File: config.mk
export PLATFORM = sky130hd
export DESIGN_NAME = isa_io_cycle_sequencer
export DESIGN_NICKNAME = d
export VERILOG_FILES = /design/src/rtl/isa_io_cycle_sequencer.sv
export SDC_FILE = /design/constraint.sdc
export NUM_CORES = 1
export LEC_CHECK = 0
export CAP_MARGIN = 20
export CORE_MARGIN = 4
export CORE_UTILIZATION = 40
export CTS_BUF_LIST = sky130_fd_sc_hd__clkbuf_8
export CTS_CLUSTER_DIAMETER = 40
export CTS_CLUSTER_SIZE = 30
export DETAILED_ROUTE_END_ITERATION = 10
export PLACE_DENSITY = 0.69
export SYNTH_ARGS = -nofsm -noshare
export SYNTH_HDL_FRONTEND = slang
export SYNTH_SLANG_ARGS = --single-unit
File: constraint.sdc
create_clock -name isa_clk -period 6.3 [get_ports isa_clk]
set_input_delay 1.26 -clock isa_clk [delete_from_list [all_inputs] [get_ports isa_clk]]
set_output_delay 1.26 -clock isa_clk [all_outputs]
set_load 0.02 [all_outputs]
File: src/rtl/isa_io_cycle_sequencer.sv
// ISA I/O bus-cycle master: turns single read/write commands into timed ALE/IOR/IOW cycles with CHRDY wait states.
// Optional read-data passivity checker is built when ISA_PASSIVITY_CHECK_EN is defined.
module isa_io_cycle_sequencer #(
    parameter int unsigned ADDR_WIDTH      = 10,
    parameter int unsigned DATA_WIDTH      = 8,
    parameter int unsigned ALE_CYCLES      = 10,
    parameter int unsigned SETUP_CYCLES    = 10,
    parameter int unsigned CMD_CYCLES      = 80,
    parameter int unsigned RECOVERY_CYCLES = 4,
    parameter int unsigned CHRDY_TIMEOUT   = 1024
) (
    input  logic                  isa_clk,
    input  logic                  isa_reset,
    input  logic                  cmd_valid,
    output logic                  cmd_ready,
    input  logic                  cmd_write,
    input  logic [ADDR_WIDTH-1:0] cmd_addr,
    input  logic [DATA_WIDTH-1:0] cmd_wdata,
    input  logic [DATA_WIDTH-1:0] cmd_expected,
    output logic                  rsp_valid,
    output logic [DATA_WIDTH-1:0] rsp_rdata,
    output logic                  rsp_timeout,
    output logic [ADDR_WIDTH-1:0] isa_addr,
    output logic                  isa_ale,
    output logic                  isa_aen,
    output logic                  isa_ior,
    output logic                  isa_iow,
    output logic [DATA_WIDTH-1:0] isa_data_out,
    output logic                  isa_data_oe,
    input  logic [DATA_WIDTH-1:0] isa_data_in,
    input  logic                  isa_chrdy,
    output logic                  chk_mismatch,
    output logic [15:0]           chk_mismatch_count
);

    localparam int unsigned MAX_AS  = (ALE_CYCLES > SETUP_CYCLES) ? ALE_CYCLES : SETUP_CYCLES;
    localparam int unsigned MAX_CR  = (CMD_CYCLES > RECOVERY_CYCLES) ? CMD_CYCLES : RECOVERY_CYCLES;
    localparam int unsigned MAX_ACR = (MAX_AS > MAX_CR) ? MAX_AS : MAX_CR;
    localparam int unsigned MAX_LEN = (MAX_ACR > CHRDY_TIMEOUT) ? MAX_ACR : CHRDY_TIMEOUT;
    localparam int unsigned CW      = $clog2(MAX_LEN + 1);

    typedef enum logic [2:0] {
        S_IDLE,
        S_ALE,
        S_SETUP,
        S_CMD,
        S_WAIT,
        S_RECOVER
    } state_t;

    state_t                state;
    logic [CW-1:0]         cnt;
    logic [ADDR_WIDTH-1:0] addr_q;
    logic [DATA_WIDTH-1:0] wdata_q;
    logic                  write_q;
    logic                  timed_out;

    logic                  accept_c;
    logic [CW-1:0]         last_cnt_c;
    logic                  phase_done_c;
    logic                  cmd_phase_c;
    logic                  first_recover_c;

    assign accept_c        = (state == S_IDLE) && cmd_ready && cmd_valid;
    assign phase_done_c    = (cnt == last_cnt_c);
    assign cmd_phase_c     = (state == S_CMD) || (state == S_WAIT);
    assign first_recover_c = (state == S_RECOVER) && (cnt == '0);

    // Last counter value of the current phase; WAIT's limit is the CHRDY timeout.
    always_comb begin
        last_cnt_c = '0;
        case (state)
            S_ALE:     last_cnt_c = CW'(ALE_CYCLES - 1);
            S_SETUP:   last_cnt_c = CW'(SETUP_CYCLES - 1);
            S_CMD:     last_cnt_c = CW'(CMD_CYCLES - 1);
            S_WAIT:    last_cnt_c = CW'(CHRDY_TIMEOUT - 1);
            S_RECOVER: last_cnt_c = CW'(RECOVERY_CYCLES - 1);
            default:   last_cnt_c = '0;
        endcase
    end

    // Bus outputs are registered from the current state, so each phase appears one cycle after its state entry.
    always_ff @(posedge isa_clk or negedge isa_reset) begin
        if (!isa_reset) begin
            state        <= S_IDLE;
            cnt          <= '0;
            addr_q       <= '0;
            wdata_q      <= '0;
            write_q      <= 1'b0;
            timed_out    <= 1'b0;
            cmd_ready    <= 1'b1;
            rsp_valid    <= 1'b0;
            rsp_rdata    <= '0;
            rsp_timeout  <= 1'b0;
            isa_addr     <= '0;
            isa_ale      <= 1'b0;
            isa_aen      <= 1'b0;
            isa_ior      <= 1'b1;
            isa_iow      <= 1'b1;
            isa_data_out <= '0;
            isa_data_oe  <= 1'b0;
        end else begin
            cmd_ready   <= (state == S_IDLE) && !accept_c;
            isa_ale     <= (state == S_ALE);
            isa_aen     <= 1'b0;
            isa_ior     <= !(cmd_phase_c && !write_q);
            isa_iow     <= !(cmd_phase_c && write_q);
            isa_data_oe <= write_q && ((state == S_SETUP) || cmd_phase_c || first_recover_c);
            rsp_valid   <= first_recover_c;
            rsp_timeout <= first_recover_c && timed_out;
            if (state == S_ALE) begin
                isa_addr <= addr_q;
            end
            if ((state == S_SETUP) && write_q) begin
                isa_data_out <= wdata_q;
            end
            cnt <= cnt + CW'(1);

            case (state)
                S_IDLE: begin
                    cnt <= '0;
                    if (accept_c) begin
                        addr_q    <= cmd_addr;
                        wdata_q   <= cmd_wdata;
                        write_q   <= cmd_write;
                        timed_out <= 1'b0;
                        state     <= S_ALE;
                    end
                end
                S_ALE: begin
                    if (phase_done_c) begin
                        cnt   <= '0;
                        state <= S_SETUP;
                    end
                end
                S_SETUP: begin
                    if (phase_done_c) begin
                        cnt   <= '0;
                        state <= S_CMD;
                    end
                end
                S_CMD: begin
                    if (phase_done_c) begin
                        cnt <= '0;
                        if (isa_chrdy) begin
                            if (!write_q) begin
                                rsp_rdata <= isa_data_in;
                            end
                            state <= S_RECOVER;
                        end else begin
                            state <= S_WAIT;
                        end
                    end
                end
                S_WAIT: begin
                    if (isa_chrdy) begin
                        cnt <= '0;
                        if (!write_q) begin
                            rsp_rdata <= isa_data_in;
                        end
                        state <= S_RECOVER;
                    end else if (phase_done_c) begin
                        cnt       <= '0;
                        timed_out <= 1'b1;
                        if (!write_q) begin
                            rsp_rdata <= '0;
                        end
                        state <= S_RECOVER;
                    end
                end
                S_RECOVER: begin
                    if (phase_done_c) begin
                        cnt   <= '0;
                        state <= S_IDLE;
                    end
                end
                default: begin
                    cnt   <= '0;
                    state <= S_IDLE;
                end
            endcase
        end
    end

`ifdef ISA_PASSIVITY_CHECK_EN
    logic [DATA_WIDTH-1:0] expected_q;

    // rsp_rdata was captured on the previous edge, so it is compared on the first RECOVER cycle.
    always_ff @(posedge isa_clk or negedge isa_reset) begin
        if (!isa_reset) begin
            expected_q         <= '0;
            chk_mismatch       <= 1'b0;
            chk_mismatch_count <= '0;
        end else begin
            if (accept_c) begin
                expected_q <= cmd_expected;
            end
            chk_mismatch <= 1'b0;
            if (first_recover_c && !write_q && !timed_out && (rsp_rdata != expected_q)) begin
                chk_mismatch <= 1'b1;
                if (chk_mismatch_count != 16'hFFFF) begin
                    chk_mismatch_count <= chk_mismatch_count + 16'd1;
                end
            end
        end
    end
`else
    logic unused_expected;

    assign unused_expected    = ^cmd_expected;
    assign chk_mismatch       = 1'b0;
    assign chk_mismatch_count = '0;
`endif

endmodule

==> PnR_summary.wiki, run 1 <==
{| class="wikitable"
! Metric !! Value
|-
| Core Box Area || between 7000 and 8000 sq um
|-
| Share of synthesized flip-flops with an asynchronous set or reset || 1.00
|-
| Pin slew with the least headroom to its limit || 1.05 ns
|-
| Number of I/O port buffers || 63
|-
| Proportion of synthesized chip area in sequential cells || 0.549
|-
| Largest driver fanout on the critical path || 19
|-
| # nets final || ~360
|-
| Count of final hold-check violations || 0
|-
| Total leakage power || roughly 1.7 nW
|-
| Grt total ovfl || 0
|-
| Worst Path Arrival || a little over 3 ns
|-
| Setup-failing EPs final || 0
|-
| Count of boundary I/O pins || 90
|-
| Top FF cell, synth || sky130_fd_sc_hd__dfrtp_1
|-
| Peak clock frequency supported by timing || about 0.36 GHz
|-
| Starting DRT DRC Count || between 80 and 90
|-
| Cells resized by post-CTS repair || 0
|-
| Clock network power share || 0.233
|-
| Antenna violations before repair || 0
|-
| Reg clk slew, reported paths || 0.08 ns
|-
| Unrepaired setup endpoints after global routing || no
|-
| Overall routing resource usage || 0.136
|-
| Count of flip-flops with a built-in enable after synthesis || 0
|-
| Power density over the cells || between 500 and 600 nW/um^2
|-
| Via count of the first global-routing pass || roughly 2,000
|-
| Non-Filler Cell Area, Final || 3970 sq um
|-
| Gpl congestion || between 0.7 and 0.8
|-
| Area enclosed by the die boundary || about 9000 sq um
|-
| Part of the power in registers || 0.369
|-
| Max capacitance violation total || 0
|-
| Post-layout minimum cycle time || 2.80 ns
|-
| CTS tree || built
|-
| Clk Latency, worst-skew pair || 0.34 ns
|-
| Outcome || finished, final reports clean
|-
| Total via count after detailed routing || 2,087
|-
| Synthesized instance count || ~260
|-
| Final max-slew violation count || 0
|-
| Filler cell count || slightly above 600
|-
| Met2 track utilization from global routing || 0.215
|-
| HPWL after detailed placement || 4.16 mm
|-
| Switching power || approximately 0.00068 W
|-
| Die X-Extent || 95.5 um
|-
| Antenna-violating nets left || 0
|-
| Capturing element type of the critical path || register
|-
| Classification of the worst-slack hold path || reg2reg
|-
| Met1 track utilization from global routing || 0.172
|-
| Initial core utilization || 0.417
|-
| Tightest slew margin relative to the limit || 0.301
|-
| Commonest non-fill, non-tap cells in the layout || sky130_fd_sc_hd__dfrtp_1 (64), sky130_fd_sc_hd__clkdlybuf4s50_1 (62), sky130_fd_sc_hd__mux2_2 (37)
|-
| Synth unique cells || 47
|-
| Total number of H-tree levels || 3
|-
| Final Skew || 0.0123 ns
|-
| Data required time at the worst endpoint || 6.58 ns
|-
| Total clock buffers created by CTS || 9
|-
| Share of total power consumed by net switching || 0.341
|-
| DRC || 0
|-
| Most common cell after layout, fill and taps aside || sky130_fd_sc_hd__dfrtp_1
|-
| Area of combinational cells with multiple inputs || 1230 sq um
|-
| Post-synthesis average cell area || approximately 12 sq um
|-
| Layer with the highest usage || met2
|-
| Maximum vdd drop || roughly 0.00028 V
|-
| Share of final-layout standard cells stronger than drive strength 1 || 0.203
|-
| Yosys warns || 0
|-
| Kind of launch point of the worst setup path || register
|-
| Die span in y || 95.5 um
|-
| Clock Tree Buf Depth || 2
|-
| DR pass1 iterations || 4
|-
| Number of buffers inserted for hold repair after clock tree synthesis || 0
|-
| Final antenna diode count || 0
|-
| Final design utilization || 0.541
|-
| Via/cell ratio || between 4 and 5
|-
| Number of standard-cell rows in the floorplan || 31
|-
| Combinational fraction of design power || 0.398
|-
| Total number of clock tree sinks || 67
|-
| Routed length per instance || about 14 um
|-
| Post-CTS setup buffer count || 0
|-
| Internal || between 0.001 and 0.0015 W
|-
| Maximum number of pins on one net before global-route repair || 68
|-
| Global-route wire length before repair || ~9.6 mm
|-
| Final-layout setup total negative slack || 0 ns
|-
| Area grow syn2layout || 29.7%
|-
| Final wirelength || roughly 6.0 mm
|-
| Post-synthesis instance area || slightly above 3000 sq um
|-
| Met3 Usage GRT || 0.0576
|-
| CP Class || reg2reg
|-
| Root Buffer Master || sky130_fd_sc_hd__clkbuf_8
|-
| Share of the clock period used by the worst path || 0.445
|-
| Reg area || roughly 1700 sq um
|-
| DP Area || approximately 3700 sq um
|-
| Yosys reg bits || 67
|}
[metrics by stage]
step	worst slack (ns)	power [W]	hold slack, ns	instances
2_1_floorplan	3.99	0.00125	0.453	272
3_3_place_gp	3.13	0.00153	0.484	408
3_5_place_dp	3.10	0.00155	0.490	408
4_1_cts	3.43	0.00203	0.508	424
5_1_grt	3.34	0.00213	0.522	424
6_report	3.50	0.00200	0.502	424
[cell usage after synthesis (all sizes together) (2+ instances only)]
library cell,n,area (sq um)
xnor2,2,17.5
nand4,3,18.8
dfstp,3,78.8
dfrtp,64,1600
and3,4,25.0
mux2,38,428
nor2,21,78.8
nand3,6,30.0
nand2,13,48.8
xor2,8,70.1
o21ai,6,30.0
nor3,5,25.0
a21oi,10,50.1
buf,21,159
clkbuf,7,26.3
a22o,8,70.1
inv,8,30.0
ha,2,25.0
a2111oi,2,36.3
[layer usage]
metal	wire [um]	part of all wire
met1	2550	0.43
met2	2940	0.49
met3	422	0.071
met4	49	0.0082
met5	0	0
[logic make-up (layout without fill, tap and decap cells)]
kind of cell	count (synthesis)	count (layout)	synth area share
flops	67	67	0.549
simple gates	61	61	0.0957
xor+xnor	10	10	0.0286
buf+inv	36	89	0.0703
mux	39	39	0.143
compound gates	39	39	0.103
fa+ha+maj	2	2	0.00818
other cells	1	18	0.00123
[worst max-delay path: stages, from the launching register on]
cell	delay [ns]
sky130_fd_sc_hd__dfrtp_1	0.72
sky130_fd_sc_hd__or3b_1	0.49
sky130_fd_sc_hd__mux2i_1	0.19
sky130_fd_sc_hd__a2111oi_4	0.41
sky130_fd_sc_hd__o211ai_2	0.20
sky130_fd_sc_hd__a311oi_4	0.52
sky130_fd_sc_hd__a22o_1	0.21
[layout make-up]
cell class | instances | share of cell area
flip-flops and latches | 67 | 0.423
multi-input cells | 169 | 0.310
well taps | 99 | 0.0312
repair buffers | 65 | 0.161
clock buffers | 9 | 0.0312
clock inverters | 7 | 0.0353
inverters | 8 | 0.00757
[worst paths after layout]
kind	to	cells after the start	from	slack (ns)
setup reg to reg	rsp_rdata[0]	6	state[2]	3.50
min in group asynchronous	wdata_q[1]	2	isa_reset	1.10
hold reg to reg	isa_addr[9]	1	addr_q[9]	0.50
max in group asynchronous	rsp_rdata[3]	2	isa_reset	4.66
setup / recovery	rsp_rdata[0]	6	state[2]	3.50
hold / removal	isa_addr[9]	1	addr_q[9]	0.50
[power by group through the flow]
stage / sequential, W / clock, W / combinational [W]
after floorplan: 0.000810 / 0 / 0.000445
after global placement: 0.000740 / 0 / 0.000793
after detailed placement: 0.000745 / 0 / 0.000806
after CTS: 0.000741 / 0.000477 / 0.000811
after global routing: 0.000767 / 0.000496 / 0.000866
final: 0.000740 / 0.000467 / 0.000798
[state kept, by name, indices dropped and copies added, names as in the netlist]
signal,flops
cmd_ready,1
state,3
isa_iow,1
isa_addr,10
isa_ior,1
write_q,1
addr_q,10
isa_data_oe,1
wdata_q,8
cnt,11
timed_out,1
rsp_valid,1
isa_data_out,8
isa_ale,1
rsp_rdata,8
rsp_timeout,1
(Power assumes the default switching activity.)
==> run 2, diff against run 1 <==
clock period = 2.9 ns   (was 6.3 ns; I/O delays follow)
==> PnR_summary.wiki, run 2 (synthesis gave the netlist of run 1 again) <==
{| class="wikitable"
! Metric !! Value
|-
| Total number of H-tree levels || 3
|-
| CTS tree || built
|-
| Worst Hold Margin || 0.310 ns
|-
| Number of standard-cell rows in the floorplan || 31
|-
| Antenna-violating nets left || 0
|-
| Post-layout minimum cycle time || around 2.5 ns
|-
| Largest driver fanout on the critical path || 9
|-
| Peak clock frequency supported by timing || just under 0.4 GHz
|-
| Overall routing resource usage || 0.142
|-
| Share of the clock period used by the worst path || 0.869
|-
| End of the worst register-to-register path || rsp_rdata[0]
|-
| Max reg flops || 11
|-
| Unrepaired setup endpoints after global routing || no
|-
| Count of boundary I/O pins || 90
|-
| Non-Filler Cell Area, Final || ~4000 sq um
|-
| Maximum vdd drop || roughly 0.00054 V
|-
| Root Buffer Master || sky130_fd_sc_hd__clkbuf_8
|-
| Routed length per instance || ~14 um
|-
| Capturing element type of the critical path || register
|-
| Commonest non-fill, non-tap cells in the layout || sky130_fd_sc_hd__dfrtp_1 (64), sky130_fd_sc_hd__clkdlybuf4s50_1 (62), sky130_fd_sc_hd__mux2_2 (37)
|-
| Area grow syn2layout || 29.2%
|-
| Number of buffers inserted for hold repair after clock tree synthesis || 0
|-
| Placed Instances || between 400 and 500
|-
| Final Skew || 0.0101 ns
|-
| Pin slew with the least headroom to its limit || about 0.75 ns
|-
| Classification of the worst-slack hold path || in2async
|-
| Final antenna diode count || 0
|-
| Final wirelength || between 6 and 7 mm
|-
| HPWL after detailed placement || between 4 and 5 mm
|-
| Count of final hold-check violations || 0
|-
| Total leakage power || roughly 1.7 nW
|-
| Final-layout setup total negative slack || 0 ns
|-
| Clock Tree Buf Depth || 2
|-
| Via count of the first global-routing pass || 2,139
|-
| Die X-Extent || 95.5 um
|-
| Final max-slew violation count || 0
|-
| Reg clk slew, reported paths || 0.08 ns
|-
| # nets final || around 370
|-
| Maximum number of pins on one net before global-route repair || 37
|-
| Top Registers || cnt (11), addr_q (10), isa_addr (10)
|-
| Non-filler cells in the finished layout || around 430
|-
| CP Class || reg2reg
|-
| Data required time at the worst endpoint || 3.18 ns
|-
| Total via count after detailed routing || 2,081
|-
| Setup slack of the worst register-to-register path || between 0.3 and 0.4 ns
|-
| Post-CTS setup buffer count || 0
|-
| DP Area || around 3700 sq um
|-
| Clk Latency, worst-skew pair || between 0.3 and 0.4 ns
|-
| Kind of launch point of the worst setup path || register
|-
| Most flop-heavy register || cnt
|-
| Initial core utilization || 0.417
|-
| R2R cell count || 6
|-
| Via/cell ratio || ~4.9
|-
| Number of I/O port buffers || 63
|-
| Core Box Area || 7330 sq um
|-
| Tightest slew margin relative to the limit || 0.498
|-
| Gpl congestion || between 0.8 and 0.9
|-
| Worst flop-to-flop path startpoint || state[1]
|-
| Die span in y || between 90 and 100 um
|-
| Placement-stage worst setup slack || around 0.39 ns
|-
| Setup-failing EPs final || 0
|-
| Area enclosed by the die boundary || ~9100 sq um
|-
| Max capacitance violation total || 0
|-
| Outcome || finished, final reports clean
|-
| Final critical-path setup slack || approximately 0.38 ns
|-
| Cells resized by post-CTS repair || 0
|-
| Global-route wire length before repair || between 9 and 10 mm
|-
| DRC || 0
|-
| Worst Path Arrival || around 2.8 ns
|-
| Most common cell after layout, fill and taps aside || sky130_fd_sc_hd__dfrtp_1
|-
| DR pass1 iterations || 4
|-
| Antenna violations before repair || 0
|-
| Starting DRT DRC Count || between 80 and 90
|-
| Total clock buffers created by CTS || 9
|-
| Share of final-layout standard cells stronger than drive strength 1 || 0.213
|-
| Grt total ovfl || 0
|-
| Total number of clock tree sinks || 67
|-
| Power density over the cells || around 1000 nW/um^2
|}
-- run 2: changes by cell type in the layout (fill, tap and decap cells not counted), sizes merged --
cell / change
clkinvlp: +1
clkbuf: +1
clkinv: +2
bufinv: -3
inv: -1
buf: +4
-- run 2: final cells by class --
| class | instances | area, sq um |
|---|---|---|
| fill | 661 | 3380 |
| inverter | 8 | 30.0 |
| tap | 99 | 124 |
| multi-input combinational | 169 | 1230 |
| sequential | 67 | 1680 |
| clock inverter | 6 | 66.3 |
| clock buffer | 10 | 138 |
| timing repair buffer | 69 | 683 |
-- run 2: per-stage QoR --
| step | power (W) | util |
|---|---|---|
| 3_3_place_gp | 0.00336 | 0.511 |
| 4_1_cts | 0.00420 | 0.539 |
| 3_5_place_dp | 0.00340 | 0.511 |
| 5_1_grt | 0.00443 | 0.539 |
| 6_report | 0.00415 | 0.539 |
| 2_1_floorplan | 0.00273 | - |
-- run 2: power breakdown --
group	total [W]	switching, W	internal, W
Sequential	0.00155	0.000229	0.00132
Combinational	0.00182	0.000902	0.000914
Clock	0.000779	0.000359	0.000420
Total	0.00415	0.00149	0.00266
-- run 2: worst max path at each step --
stage | from | end | slack [ns] | depth (start not counted)
after floorplan | state[1] | rsp_rdata[0] | 0.59 | 7
after global placement | state[1] | rsp_rdata[0] | 0.40 | 6
after detailed placement | state[1] | rsp_rdata[4] | 0.39 | 6
after CTS | state[1] | rsp_rdata[0] | 0.37 | 6
after global routing | state[1] | rsp_rdata[0] | 0.20 | 6
final | state[1] | rsp_rdata[0] | 0.38 | 6
-- run 2: routing by layer --
layer	share of wire	wire length, um	track usage	up-vias
met4	0.0094	57	0.0569	0
met3	0.074	445	0.0568	4
met2	0.48	2890	0.219	61
li1	-	-	-	994
met1	0.44	2650	0.180	1022
met5	0	0	0	-
-- run 2: critical path, stage by stage (launching register included) --
cell and delay [ns]:
sky130_fd_sc_hd__dfrtp_1 0.47, sky130_fd_sc_hd__or3b_1 0.50, sky130_fd_sc_hd__mux2i_1 0.18, sky130_fd_sc_hd__a2111oi_4 0.41, sky130_fd_sc_hd__o211ai_2 0.21, sky130_fd_sc_hd__a311oi_4 0.50, sky130_fd_sc_hd__a22o_1 0.19
==> run 3, diff against run 2 <==
CORE_UTILIZATION = 30   (was 40)
PLACE_DENSITY = 0.55   (was 0.69)
==> PnR_summary.wiki, run 3 (synthesis gave the netlist of run 1 again) <==
{| class="wikitable"
! Metric !! Value
|-
| Crit. path cell count || 6
|-
| Routed length per instance || between 10 and 15 um
|-
| Outcome || finished, final reports clean
|-
| Maximum vdd drop || ~0.00054 V
|-
| Count of final hold-check violations || 0
|-
| Final wirelength || ~6.4 mm
|-
| Share of final-layout standard cells stronger than drive strength 1 || 0.226
|-
| Global-route wire length before repair || 10.2 mm
|-
| Pin slew with the least headroom to its limit || about 0.63 ns
|-
| R2R cell count || 6
|-
| Critical Path Sink || rsp_rdata[6]
|-
| Via/cell ratio || 4.50
|-
| Starting DRT DRC Count || 70
|-
| Number of standard-cell rows in the floorplan || 36
|-
| Placement-stage worst setup slack || between 0.3 and 0.4 ns
|-
| Clk Latency, worst-skew pair || 0.34 ns
|-
| Crit. Startpoint || state[0]
|-
| Initial core utilization || 0.310
|-
| Grt total ovfl || 0
|-
| Count of boundary I/O pins || 90
|-
| Final critical-path setup slack || ~0.36 ns
|-
| Peak clock frequency supported by timing || slightly below 0.4 GHz
|-
| Buf/Inv on CP || 0
|-
| Total leakage power || about 1.7 nW
|-
| Setup-failing EPs final || 0
|-
| Tightest slew margin relative to the limit || 0.580
|-
| Delay contributed by the slowest stage of the critical path || around 0.5 ns
|-
| CP Class || reg2reg
|-
| Root Buffer Master || sky130_fd_sc_hd__clkbuf_8
|-
| Final-layout setup total negative slack || 0 ns
|-
| Die X-Extent || approximately 110 um
|-
| Area enclosed by the die boundary || between 10,000 and 15,000 sq um
|-
| Filler cell count || 970
|-
| Number of I/O port buffers || between 60 and 70
|-
| Cell with the largest stage delay on the worst path || sky130_fd_sc_hd__a311oi_4
|-
| Classification of the worst-slack hold path || in2async
|-
| Final max-slew violation count || 0
|-
| Final Skew || 0.00809 ns
|-
| DR pass1 iterations || 6
|-
| Most flop-heavy register || cnt
|-
| Maximum number of pins on one net before global-route repair || between 60 and 70
|-
| Largest driver fanout on the critical path || 9
|-
| # nets final || ~370
|-
| Data required time at the worst endpoint || around 3.2 ns
|-
| Clock Tree Buf Depth || 2
|-
| Critical path's top delay family || compound AO/OA/AOI/OAI gates
|-
| Worst Path Arrival || about 2.8 ns
|-
| Overall routing resource usage || 0.112
|-
| Total via count after detailed routing || around 2,100
|-
| Max capacitance violation total || 0
|-
| Area grow syn2layout || 32.9%
|-
| Cells resized by post-CTS repair || 0
|-
| Gpl congestion || 0.827
|-
| End of the worst register-to-register path || rsp_rdata[6]
|-
| Most common cell after layout, fill and taps aside || sky130_fd_sc_hd__dfrtp_1
|-
| Final antenna diode count || 0
|-
| Number of buffers inserted for hold repair after clock tree synthesis || 0
|-
| Kind of launch point of the worst setup path || register
|-
| Total number of H-tree levels || 3
|-
| Commonest non-fill, non-tap cells in the layout || sky130_fd_sc_hd__dfrtp_1 (64), sky130_fd_sc_hd__clkdlybuf4s50_1 (62), sky130_fd_sc_hd__mux2_2 (37)
|-
| Critical path cell sequence || or3b_1 -> mux2i_1 -> a2111oi_4 -> o211ai_2 -> a311oi_4 -> a22o_1
|-
| Reg clk slew, reported paths || ~0.080 ns
|-
| Area of combinational cells with multiple inputs || between 1000 and 1500 sq um
|-
| HPWL after detailed placement || between 4 and 5 mm
|-
| Post-layout minimum cycle time || about 2.5 ns
|-
| Capturing element type of the critical path || register
|-
| CTS tree || built
|-
| Top Registers || cnt (11), addr_q (10), isa_addr (10)
|-
| Reg area || between 1500 and 2000 sq um
|-
| Post-CTS setup buffer count || 0
|-
| Core Box Area || between 9000 and 10,000 sq um
|-
| Die span in y || between 100 and 150 um
|-
| Total number of clock tree sinks || 67
|-
| Antenna-violating nets left || 0
|-
| Max reg flops || 11
|-
| Setup slack of the worst register-to-register path || 0.36 ns
|-
| Via count of the first global-routing pass || between 2,000 and 2,500
|-
| DRC || 0
|-
| Antenna violations before repair || 0
|-
| Power density over the cells || ~1100 nW/um^2
|-
| Unrepaired setup endpoints after global routing || no
|-
| Share of the clock period used by the worst path || 0.876
|-
| Worst flop-to-flop path startpoint || state[0]
|-
| Total clock buffers created by CTS || 9
|-
| Worst Hold Margin || around 0.26 ns
|}
-- run 3: layout make-up --
cell class,instances,share of cell area
sequential,67,0.413
multi-input combinational,169,0.304
timing repair buffer,72,0.174
clock inverter,7,0.0305
clock buffer,9,0.0305
inverter,8,0.00739
tap,133,0.0409
-- run 3: worst reg2reg max path: stages (launching register included) --
cell and delay, ns:
sky130_fd_sc_hd__dfrtp_1 0.48, sky130_fd_sc_hd__or3b_1 0.48, sky130_fd_sc_hd__mux2i_1 0.19, sky130_fd_sc_hd__a2111oi_4 0.42, sky130_fd_sc_hd__o211ai_2 0.21, sky130_fd_sc_hd__a311oi_4 0.51
sky130_fd_sc_hd__a22o_1 0.20
-- run 3: worst min path at each step --
stage / depth (start not counted) / slack (ns) / endpoint / start
global placement: 1 / 0.48 / isa_data_out[0] / wdata_q[0]
global route: 2 / 0.27 / wdata_q[4] / isa_reset
floorplan: 0 / 0.28 / addr_q[0] / isa_reset
detailed placement: 1 / 0.49 / wdata_q[7] / wdata_q[7]
CTS: 2 / 0.26 / isa_data_out[2] / isa_reset
finish: 2 / 0.26 / wdata_q[2] / isa_reset
-- run 3: metal layers --
| layer | global-route usage | share of wire | up-vias |
|---|---|---|---|
| met5 | 0 | 0 | - |
| met4 | 0.0442 | 0.016 | 0 |
| met2 | 0.173 | 0.48 | 60 |
| met1 | 0.140 | 0.43 | 1023 |
| met3 | 0.0450 | 0.072 | 6 |
| li1 | - | - | 1003 |
-- run 3: where the power goes --
group / leakage [nW] / total [W] / internal [W] / switching [W]
combinational: 0.795 / 0.00185 / 0.000936 / 0.000913
clock: 0.120 / 0.000944 / 0.000577 / 0.000368
sequential: 0.832 / 0.00155 / 0.00132 / 0.000228
-- run 3: per-stage QoR --
stage / cells / util / cell area, sq um / total power, W
6_report: 465 / 0.412 / 4070 / 0.00434
3_3_place_gp: 449 / 0.387 / 3820 / 0.00340
2_1_floorplan: 272 / - / 3120 / 0.00273
4_1_cts: 465 / 0.412 / 4070 / 0.00441
3_5_place_dp: 449 / 0.387 / 3820 / 0.00344
5_1_grt: 465 / 0.412 / 4070 / 0.00463
